--- config.mk ---
export PLATFORM = sky130hd
export DESIGN_NAME = grid_display_arbiter
export DESIGN_NICKNAME = d
export VERILOG_FILES = /design/src/rtl/grid_display_arbiter.sv
export SDC_FILE = /design/constraint.sdc
export NUM_CORES = 2
export LEC_CHECK = 0
export ABC_AREA = 1
export CORE_MARGIN = 4
export CORE_UTILIZATION = 45
export DETAILED_ROUTE_END_ITERATION = 10
export PLACE_DENSITY = 0.63
export SKIP_LAST_GASP = 1
export SLEW_MARGIN = 15
export SYNTH_ARGS = -nofsm -noshare
export SYNTH_HDL_FRONTEND = slang
export SYNTH_SLANG_ARGS = --single-unit
export TNS_END_PERCENT = 20
--- constraint.sdc ---
create_clock -name clk25 -period 38 [get_ports clk25]
set_input_delay 9.5 -clock clk25 [delete_from_list [all_inputs] [get_ports clk25]]
set_output_delay 9.5 -clock clk25 [all_outputs]
set_load 0.005 [all_outputs]
--- src/rtl/grid_display_arbiter.sv ---
// grid_display_arbiter: 32x24 snake-game cell RAM shared between the VGA pixel
// fetch (always wins) and the game read/write port, with a one-entry display
// cache, a fixed 2-cycle coordinate-to-colour pipeline and a clear sequencer.
module grid_display_arbiter #(
   parameter int          H_CELLS = 32,
   parameter int          V_CELLS = 24,
   parameter int          CELL_PX = 20,
   parameter logic [11:0] C_BG    = 12'h000,
   parameter logic [11:0] C_BODY  = 12'h0F0,
   parameter logic [11:0] C_HEAD  = 12'h00F,
   parameter logic [11:0] C_FOOD  = 12'hF00
) (
   input  logic        clk25,
   input  logic        rst_n,
   input  logic [9:0]  data_h,
   input  logic [9:0]  data_v,
   output logic [11:0] data,
   input  logic        clr,
   output logic        busy,
   input  logic        req,
   input  logic        we,
   input  logic [9:0]  addr,
   input  logic [1:0]  wdata,
   output logic        gnt,
   output logic [1:0]  rdata,
   output logic        rvalid
);

   localparam int         N       = H_CELLS * V_CELLS;
   localparam logic [9:0] LP_N    = 10'(N);
   localparam logic [9:0] LP_LAST = 10'(N - 1);
   localparam logic [9:0] LP_PX   = 10'(CELL_PX);
   localparam logic [9:0] LP_H    = 10'(H_CELLS);

   typedef enum logic {S_CLEAR, S_RUN} state_t;

   state_t      r_state, w_state_nxt;
   logic [9:0]  r_clr_cnt, w_clr_cnt_nxt;
   logic [9:0]  w_daddr;
   logic        w_hit, w_miss;
   logic [9:0]  r_p1_addr;
   logic        r_p1_miss, r_p1_valid;
   logic [9:0]  r_cache_addr;
   logic [1:0]  r_cache_val;
   logic        r_cache_ok;
   logic [1:0]  r_mem [N];
   logic [1:0]  r_ram_q;
   logic [9:0]  w_ram_addr;
   logic        w_ram_we;
   logic [1:0]  w_ram_wd;
   logic        w_addr_ok, w_game_wr, w_game_rd;
   logic        r_rvalid, r_rd_oob;
   logic [11:0] r_data, w_colour;
   logic [1:0]  w_cell;

   assign w_daddr   = (data_v / LP_PX) * LP_H + (data_h / LP_PX);
   assign w_addr_ok = (addr < LP_N);
   // While a fill is in flight only its own address may hit: the cache entry
   // is about to be replaced, so an older cached address would read wrong data.
   assign w_hit     = (r_cache_ok && !r_p1_miss && (w_daddr == r_cache_addr)) ||
                      (r_p1_miss && (w_daddr == r_p1_addr));
   assign w_game_wr = req & gnt & we & w_addr_ok;
   assign w_game_rd = req & gnt & ~we;

   // State register and clear counter
   always_ff @(posedge clk25 or negedge rst_n) begin
      if (!rst_n) begin
         r_state   <= S_CLEAR;
         r_clr_cnt <= '0;
      end else begin
         r_state   <= w_state_nxt;
         r_clr_cnt <= w_clr_cnt_nxt;
      end
   end

   // Next state, RAM port arbitration and grant
   always_comb begin
      w_state_nxt   = r_state;
      w_clr_cnt_nxt = r_clr_cnt;
      busy          = 1'b0;
      gnt           = 1'b0;
      w_miss        = 1'b0;
      w_ram_addr    = w_daddr;
      w_ram_we      = 1'b0;
      w_ram_wd      = '0;
      case (r_state)
         S_CLEAR: begin
            busy       = 1'b1;
            w_ram_addr = r_clr_cnt;
            w_ram_we   = 1'b1;
            if (clr) begin
               w_clr_cnt_nxt = '0;
            end else if (r_clr_cnt == LP_LAST) begin
               w_state_nxt   = S_RUN;
               w_clr_cnt_nxt = '0;
            end else begin
               w_clr_cnt_nxt = r_clr_cnt + 10'd1;
            end
         end
         S_RUN: begin
            w_miss = !w_hit;
            gnt    = w_hit;
            if (w_hit) begin
               w_ram_addr = w_addr_ok ? addr : '0;
               w_ram_we   = req & we & w_addr_ok;
               w_ram_wd   = wdata;
            end
            if (clr) begin
               w_state_nxt   = S_CLEAR;
               w_clr_cnt_nxt = '0;
            end
         end
      endcase
   end

   // Single-port cell RAM with registered read
   always_ff @(posedge clk25) begin
      if (w_ram_we) r_mem[w_ram_addr] <= w_ram_wd;
      r_ram_q <= r_mem[w_ram_addr];
   end

   // Display cache: fill on a completed miss, write-through on game writes
   always_ff @(posedge clk25 or negedge rst_n) begin
      if (!rst_n) begin
         r_cache_ok   <= 1'b0;
         r_cache_addr <= '0;
         r_cache_val  <= '0;
      end else if (w_state_nxt == S_CLEAR) begin
         r_cache_ok <= 1'b0;
      end else if (r_p1_miss) begin
         r_cache_ok   <= 1'b1;
         r_cache_addr <= r_p1_addr;
         r_cache_val  <= (w_game_wr && (addr == r_p1_addr)) ? wdata : r_ram_q;
      end else if (w_game_wr && (addr == r_cache_addr)) begin
         r_cache_val <= wdata;
      end
   end

   // Stage-1 cell selection and colour lookup
   always_comb begin
      w_cell = r_p1_miss ? r_ram_q : r_cache_val;
      case (w_cell)
         2'd0:    w_colour = C_BG;
         2'd1:    w_colour = C_BODY;
         2'd2:    w_colour = C_HEAD;
         default: w_colour = C_FOOD;
      endcase
   end

   // Pixel pipeline and game read-valid registers
   always_ff @(posedge clk25 or negedge rst_n) begin
      if (!rst_n) begin
         r_p1_valid <= 1'b0;
         r_p1_miss  <= 1'b0;
         r_p1_addr  <= '0;
         r_data     <= '0;
         r_rvalid   <= 1'b0;
         r_rd_oob   <= 1'b0;
      end else begin
         r_p1_valid <= (r_state == S_RUN);
         r_p1_miss  <= w_miss;
         r_p1_addr  <= w_daddr;
         r_data     <= (r_p1_valid && (w_state_nxt == S_RUN)) ? w_colour : '0;
         r_rvalid   <= w_game_rd;
         r_rd_oob   <= !w_addr_ok;
      end
   end

   assign data   = r_data;
   assign rvalid = r_rvalid;
   assign rdata  = (r_rvalid && !r_rd_oob) ? r_ram_q : '0;

endmodule

**Word-level counts from Yosys, hierarchy flattened**

Memories as Yosys holds them, arrays and structs flattened. A register that Yosys moved wholly into a read port is not among the register bits.
Cells that the tools add are included.

- Output and inout bits: 17
- ROM bits: 0
- Bits in registers: 50
- Memories kept: 1
- Bits of input ports: 37
- Latch bits: 0
- RAM bits: 1536
- Word-level logic and storage cells: 79

Memory list:

| name | words | width | read ports | clocked after Yosys merged registers in | write ports | line | text |
|---|---|---|---|---|---|---|---|
| r_mem | 768 | 2 | 1 | 1 | 1 | 46 | `logic [1:0] r_mem [N];` |

- $mul: 0
- Multiplexer cells: 29
- Reductions and logical operators: 16
- Shift operators: 0
- Div/mod/pow operators: 2
- Magnitude comparators: 1
- Add/subtract/negate cells: 2
- Eq/ne operators: 9
- Bitwise operators: 8

Operators with widths:

| kind | count |
|---|---|
| $mux 10 | 5 |
| $eq 10x10->1 | 4 |
| $pmux 10 s2 | 2 |
| $pmux 12 s3 | 1 |
| $div 10x5->10 const B | 2 |
| $mux 2 | 7 |
| $mux 12 | 1 |
| $mux 1 | 11 |
| $add 10x1->10 const B | 1 |
| $add 10x10->10 | 1 |
| $eq 10x10->1 const B | 1 |
| $lt 10x10->1 const B | 1 |
| $logic_and 1x1->1 | 7 |
| $and 1x1->1 | 6 |
| $logic_not 1->1 | 4 |
| $pmux 1 s2 | 2 |
| $reduce_and 2->1 | 2 |
| $eq 2x1->1 const B | 1 |
| $eq 2x2->1 const B | 1 |
| $logic_not 2->1 | 1 |
| $ne 2x1->1 const B | 1 |
| $ne 2x2->1 const B | 1 |
| $not 1->1 | 2 |
| $reduce_bool 2->1 | 1 |
| $logic_or 1x1->1 | 1 |

**Longest topological paths before layout**

- Depth after elaboration: 12
- Gate-level depth with buffers: 54
- Depth with buffers taken out: 52

**Least setup slack after synthesis**

No wires, ideal clock.

- Path kind: input to register
- Start point: input data_v[7]
- End point: memory r_mem[0][0], data pin
- Cell stages on the path: 34
- Path buffers: 0
- Data arrival time: 30.633 ns
- Library setup time: 3.763 ns
- Path slack: 3.604 ns
- Data required time: 34.237 ns
- Path through: inv_1 -> nand2_1 -> nand4_1 -> nand2_2 -> a21boi_1 -> nand2_1 -> nand2_2 -> nand2_1 -> nand2_1 -> inv_1 -> nand2_1 -> nand2_1 -> nand2_1 -> and2_1 -> inv_1 -> or2_2 -> o221ai_1 -> ha_1 -> ha_1 -> inv_1 -> o221ai_1 -> a221oi_1 -> nand4_1 -> nor2_1 -> nand2_1 -> nor2_1 -> nand3_1 -> nor2_1 -> nand2_1 -> nor2_1 -> nand3_2 -> nand2_2 -> nand2_4 -> nor2_1

- Cells in the longest elaborated chain, start to end: 7
- Elaborated cells between the ends (all ways): 9
- Those cells by class: add/sub (1); div (1); eq/ne (2); mux (2); reduce/logical (3)

Ends and longest elaborated chain:

| item | line | text |
|---|---|---|
| start, declared | 16 | `input logic [9:0] data_v,` |
| $div 10x5->10 (*) | 56 | `assign w_daddr = (data_v / LP_PX) * LP_H + (data_h / LP_PX);` |
| $add 10x10->10 (*) | 56 |  |
| net w_daddr[6] | 39 | `logic [9:0] w_daddr;` |
| $eq 10x10->1 (on tied branches) | 60, 61 |  |
| $logic_and 1x1->1 (on tied branches) | 60, 61 |  |
| $logic_or 1x1->1 (*) | 60 | `assign w_hit = (r_cache_ok && !r_p1_miss && (w_daddr == r_cache_addr)) \|\|` |
| $mux 2 (*) | 103 | `if (w_hit) begin` |
| $mux 2 (*) | 86 | `case (r_state)` |
| net w_ram_wd[0] | 50 | `logic [1:0] w_ram_wd;` |
| end, declared | 46 |  |

Mark *: on every way through the listed nets, which the timed path passes. The rest lies on a longest branch.

**Final worst setup path**

- Start point: input data_v[9]
- End point: output gnt

- Cells in the longest elaborated chain, start to end: 6
- Elaborated cells between the ends (all ways): 8
- Those cells by class: add/sub (1); div (1); eq/ne (2); mux (1); reduce/logical (3)

Ends and longest elaborated chain:

| item | line | text |
|---|---|---|
| $div 10x5->10 (*) | 56 |  |
| $add 10x10->10 (*) | 56 |  |
| net w_daddr[6] | 39 |  |
| $eq 10x10->1 (on tied branches) | 60, 61 |  |
| $logic_and 1x1->1 (on tied branches) | 60, 61 |  |
| $logic_or 1x1->1 (*) | 60 |  |
| $mux 1 (*) | 86 |  |
| end, declared | 24 | `output logic gnt,` |

Marked as above.

==> key figures <==
Synth
  – Asr flop ratio synth: 0.0260
  – Register area share after synthesis: 0.660
  – Post-Synthesis Cells: between 7,000 and 8,000
  – Yosys top cell by area: edfxtp_1
  – Yosys reg bits: roughly 1,600
  – Post-synthesis compound-gate area fraction: 0.00867
  – Most frequent cells after synthesis: 3,956 x nand2_1, 1,536 x edfxtp_1, 935 x nor2_1
  – Fraction of the mapped netlist area in adder cells: 0.000525
  – Largest family of logic cells by synthesized area: simple AND/OR/NAND/NOR gates
  – Mux contribution to synthesized area: 0.000158
  – Post-synthesis simple-gate area fraction: 0.288
  – Largest cells by area after synthesis: edfxtp_1 65%, nand2_1 21%, nor2_1 4.9%, nand4_1 1.6%, buf_2 1.6%
  – Post-synthesis area per instance: between 9 and 10 um^2
  – Syn_nets: about 7,600
  – Post-Syn Area: around 71,000 um^2
  – Most common cell in the netlist: nand2_1
  – EDFF count, synth: 1,536
  – Synth warn: 0
  – Cell variety after synth: 50
  – Synth top area share: 0.645
  – Most used DFF post-synth: edfxtp_1
  – Xor/xnor share of the synthesized area: 0.00259

Floorplanning
  – DIE AREA: between 150,000 and 200,000 um^2
  – Initial core utilization: 0.455
  – Rows: roughly 150
  – Core Region: approximately 160,000 um^2
  – Chip height: between 400 and 500 um
  – Io pins: 54
  – Die Span X: 407 um

STA
  – Post-route setup TNS: 0 ns
  – Worst-Margin Slew: 1.26 ns
  – Final min period: ~24 ns
  – Slew HR: 0.158
  – Final hold viol count: 0
  – Fmax: 0.0408 GHz
  – Final setup fails: 0
  – Clock Skew: between 0.03 and 0.04 ns
  – Pins over their slew limit: 0
  – Unrepaired setup endpoints after global routing: false
  – Post-route clock period utilization: 0.645

Critical path
  – CP dominant cell by count: nand2_1
  – CP max FO: 8
  – Startpoint types: primary input
  – CP max stage delay: ~0.52 ns
  – Worst endpoint required time: about 29 ns
  – Worst Path Arrival: ~15 ns
  – CP Capture Type: output pin
  – WS Path Type: in -> out
  – CP max-delay cell: clkdlybuf4s50_1

Clocking
  – Worst-path clk slew: approximately 0.06 ns
  – Hold Buf Count CTS: 0
  – # clock sinks: ~1,600
  – Deepest clock path buffer count: 3
  – CTS tree: built
  – Worst skew pair latency: 0.81 ns
  – Post-CTS repair timing setup buffer count: 0
  – H-Tree Depth: 4
  – Post-cts sizing count: 0
  – Clk root buf: clkbuf_16
  – Total CTS buffers: roughly 170

Place
  – Port bufs: a little under 50
  – Final HPWL DP: between 100,000 and 150,000 um
  – GP Congestion: 0.875
  – Placed Area: around 73,000 um^2

Power
  – Peak supply drop: 0.0437 mV
  – Pwr/cell area: between 40 and 50 nW/um^2
  – Leak: approximately 34 nW

GRT
  – Vias in the first global route: roughly 49,000
  – Initial antenna violation count: 2
  – First-pass GRT wire length: 300,000 um
  – Tot GR Track Use: 0.242
  – Largest net degree at the start of global routing: around 230
  – Overflow after GRT: 0

Routing
  – DRC violations left: 0
  – DR vias: slightly above 50,000
  – Antenna viol nets, final: 0
  – Drt pass-1 iters: 6
  – Total Wirelength: around 200,000 um
  – Avg WL per Cell: roughly 21 um
  – Iteration-0 DRC Markers: 5,747
  – Vias per inst: 5.36

Run
  – Max-cap violations: 0

Layout
  – Design area: approximately 80,000 um^2
  – End-of-flow core utilization: 0.501
  – Area Overhead vs Synth: 10.1%
  – Share of layout cells above drive strength 1: 0.0576
  – Nets: between 7,000 and 8,000

Status
  – Status: finished, final reports clean

Hold path
  – HP Class: reg -> reg
-- area by class of cell --
class / count / area, um^2
antenna: 1 / 2.50
clock buffer: 206 / 4370
clock inverter: 101 / 908
fill: 14500 / 78400
inverter: 142 / 551
multi-input combinational: 5399 / 21700
sequential: 1579 / 47200
tap: 2058 / 2570
timing repair buffer: 159 / 1400
-- registers in the layout, indices dropped and copies added, names as in the netlist --
register and count:
r_p1_valid 1, r_state 1, r_mem 1536, r_rd_oob 1, r_clr_cnt 10, r_ram_q 2
data 3, rvalid 1, r_cache_ok 1, r_cache_addr 10, r_cache_val 2, r_p1_addr 10
r_p1_miss 1
-- layout by cell type, fill, tap and decap left out, types with 39 or more instances in the layout --
| cell | instances |
|---|---|
| a21oi_1 | 39 |
| buf_4 | 103 |
| clkbuf_16 | 169 |
| clkdlybuf4s50_1 | 48 |
| clkinv_1 | 47 |
| dfrtp_1 | 41 |
| edfxtp_1 | 1536 |
| inv_1 | 119 |
| nand2_1 | 3936 |
| nand3_1 | 120 |
| nand4_1 | 180 |
| nor2_1 | 927 |
-- per-layer routing --
| layer | vias up | wire, um | global-route usage |
|---|---|---|---|
| met2 | 2100 | 93400 | 0.394 |
| met5 | - | 0 | 0 |
| li1 | 24400 | - | - |
| met3 | 375 | 17800 | 0.0407 |
| met1 | 24800 | 82200 | 0.326 |
| met4 | 0 | 7770 | 0.0930 |
-- kinds of logic (layout without fill, tap and decap cells) --
| kind of cell | after synthesis | after routing |
|---|---|---|
| other | 0 | 1 |
| adder cells (fa/ha/maj) | 3 | 3 |
| flip-flops | 1579 | 1579 |
| XOR/XNOR | 18 | 18 |
| buffers and inverters | 628 | 608 |
| multiplexers | 1 | 1 |
| AND/OR/NAND/NOR | 5270 | 5270 |
| AO/OA/AOI/OAI | 107 | 107 |
-- path summary, 6_finish.rpt --
path,startpoint,endpoint,slack (ns),depth (start not counted)
min reg2reg,r_cache_ok,r_cache_ok,0.51,2
min,r_cache_ok,r_cache_ok,0.51,2
max,data_v[9],gnt,13.50,36
max reg2reg,r_p1_miss,r_ram_q[0],30.42,30
max in group asynchronous,rst_n,r_clr_cnt[7],28.58,1
min in group asynchronous,rst_n,r_p1_addr[8],8.83,1
-- power breakdown --
part | total [mW] | switching (mW) | internal, mW
sequential | 1.89 | 0.00459 | 1.89
combinational | 0.168 | 0.137 | 0.0309
clock | 1.58 | 0.678 | 0.901
total | 3.64 | 0.819 | 2.82
-- through the flow --
| step | cells | worst slack [ns] | hold slack [ns] | power (mW) |
|---|---|---|---|---|
| floorplan | 7606 | 3.60 | 0.436 | 2.04 |
| global placement | 9337 | 13.55 | 0.494 | 2.09 |
| detailed placement | 9337 | 13.54 | 0.501 | 2.09 |
| CTS | 9644 | 13.52 | 0.516 | 3.66 |
| global route | 9644 | 12.92 | 0.539 | 3.75 |
| finish | 9645 | 13.50 | 0.512 | 3.64 |
-- worst max-delay path: cells and delay by family --
kind,cells,cell delay [ns]
compound gates,4,0.82
buf+inv,7,1.48
simple gates,23,2.70
fa+ha+maj,2,0.50
Power figures use the tool's default switching activity.
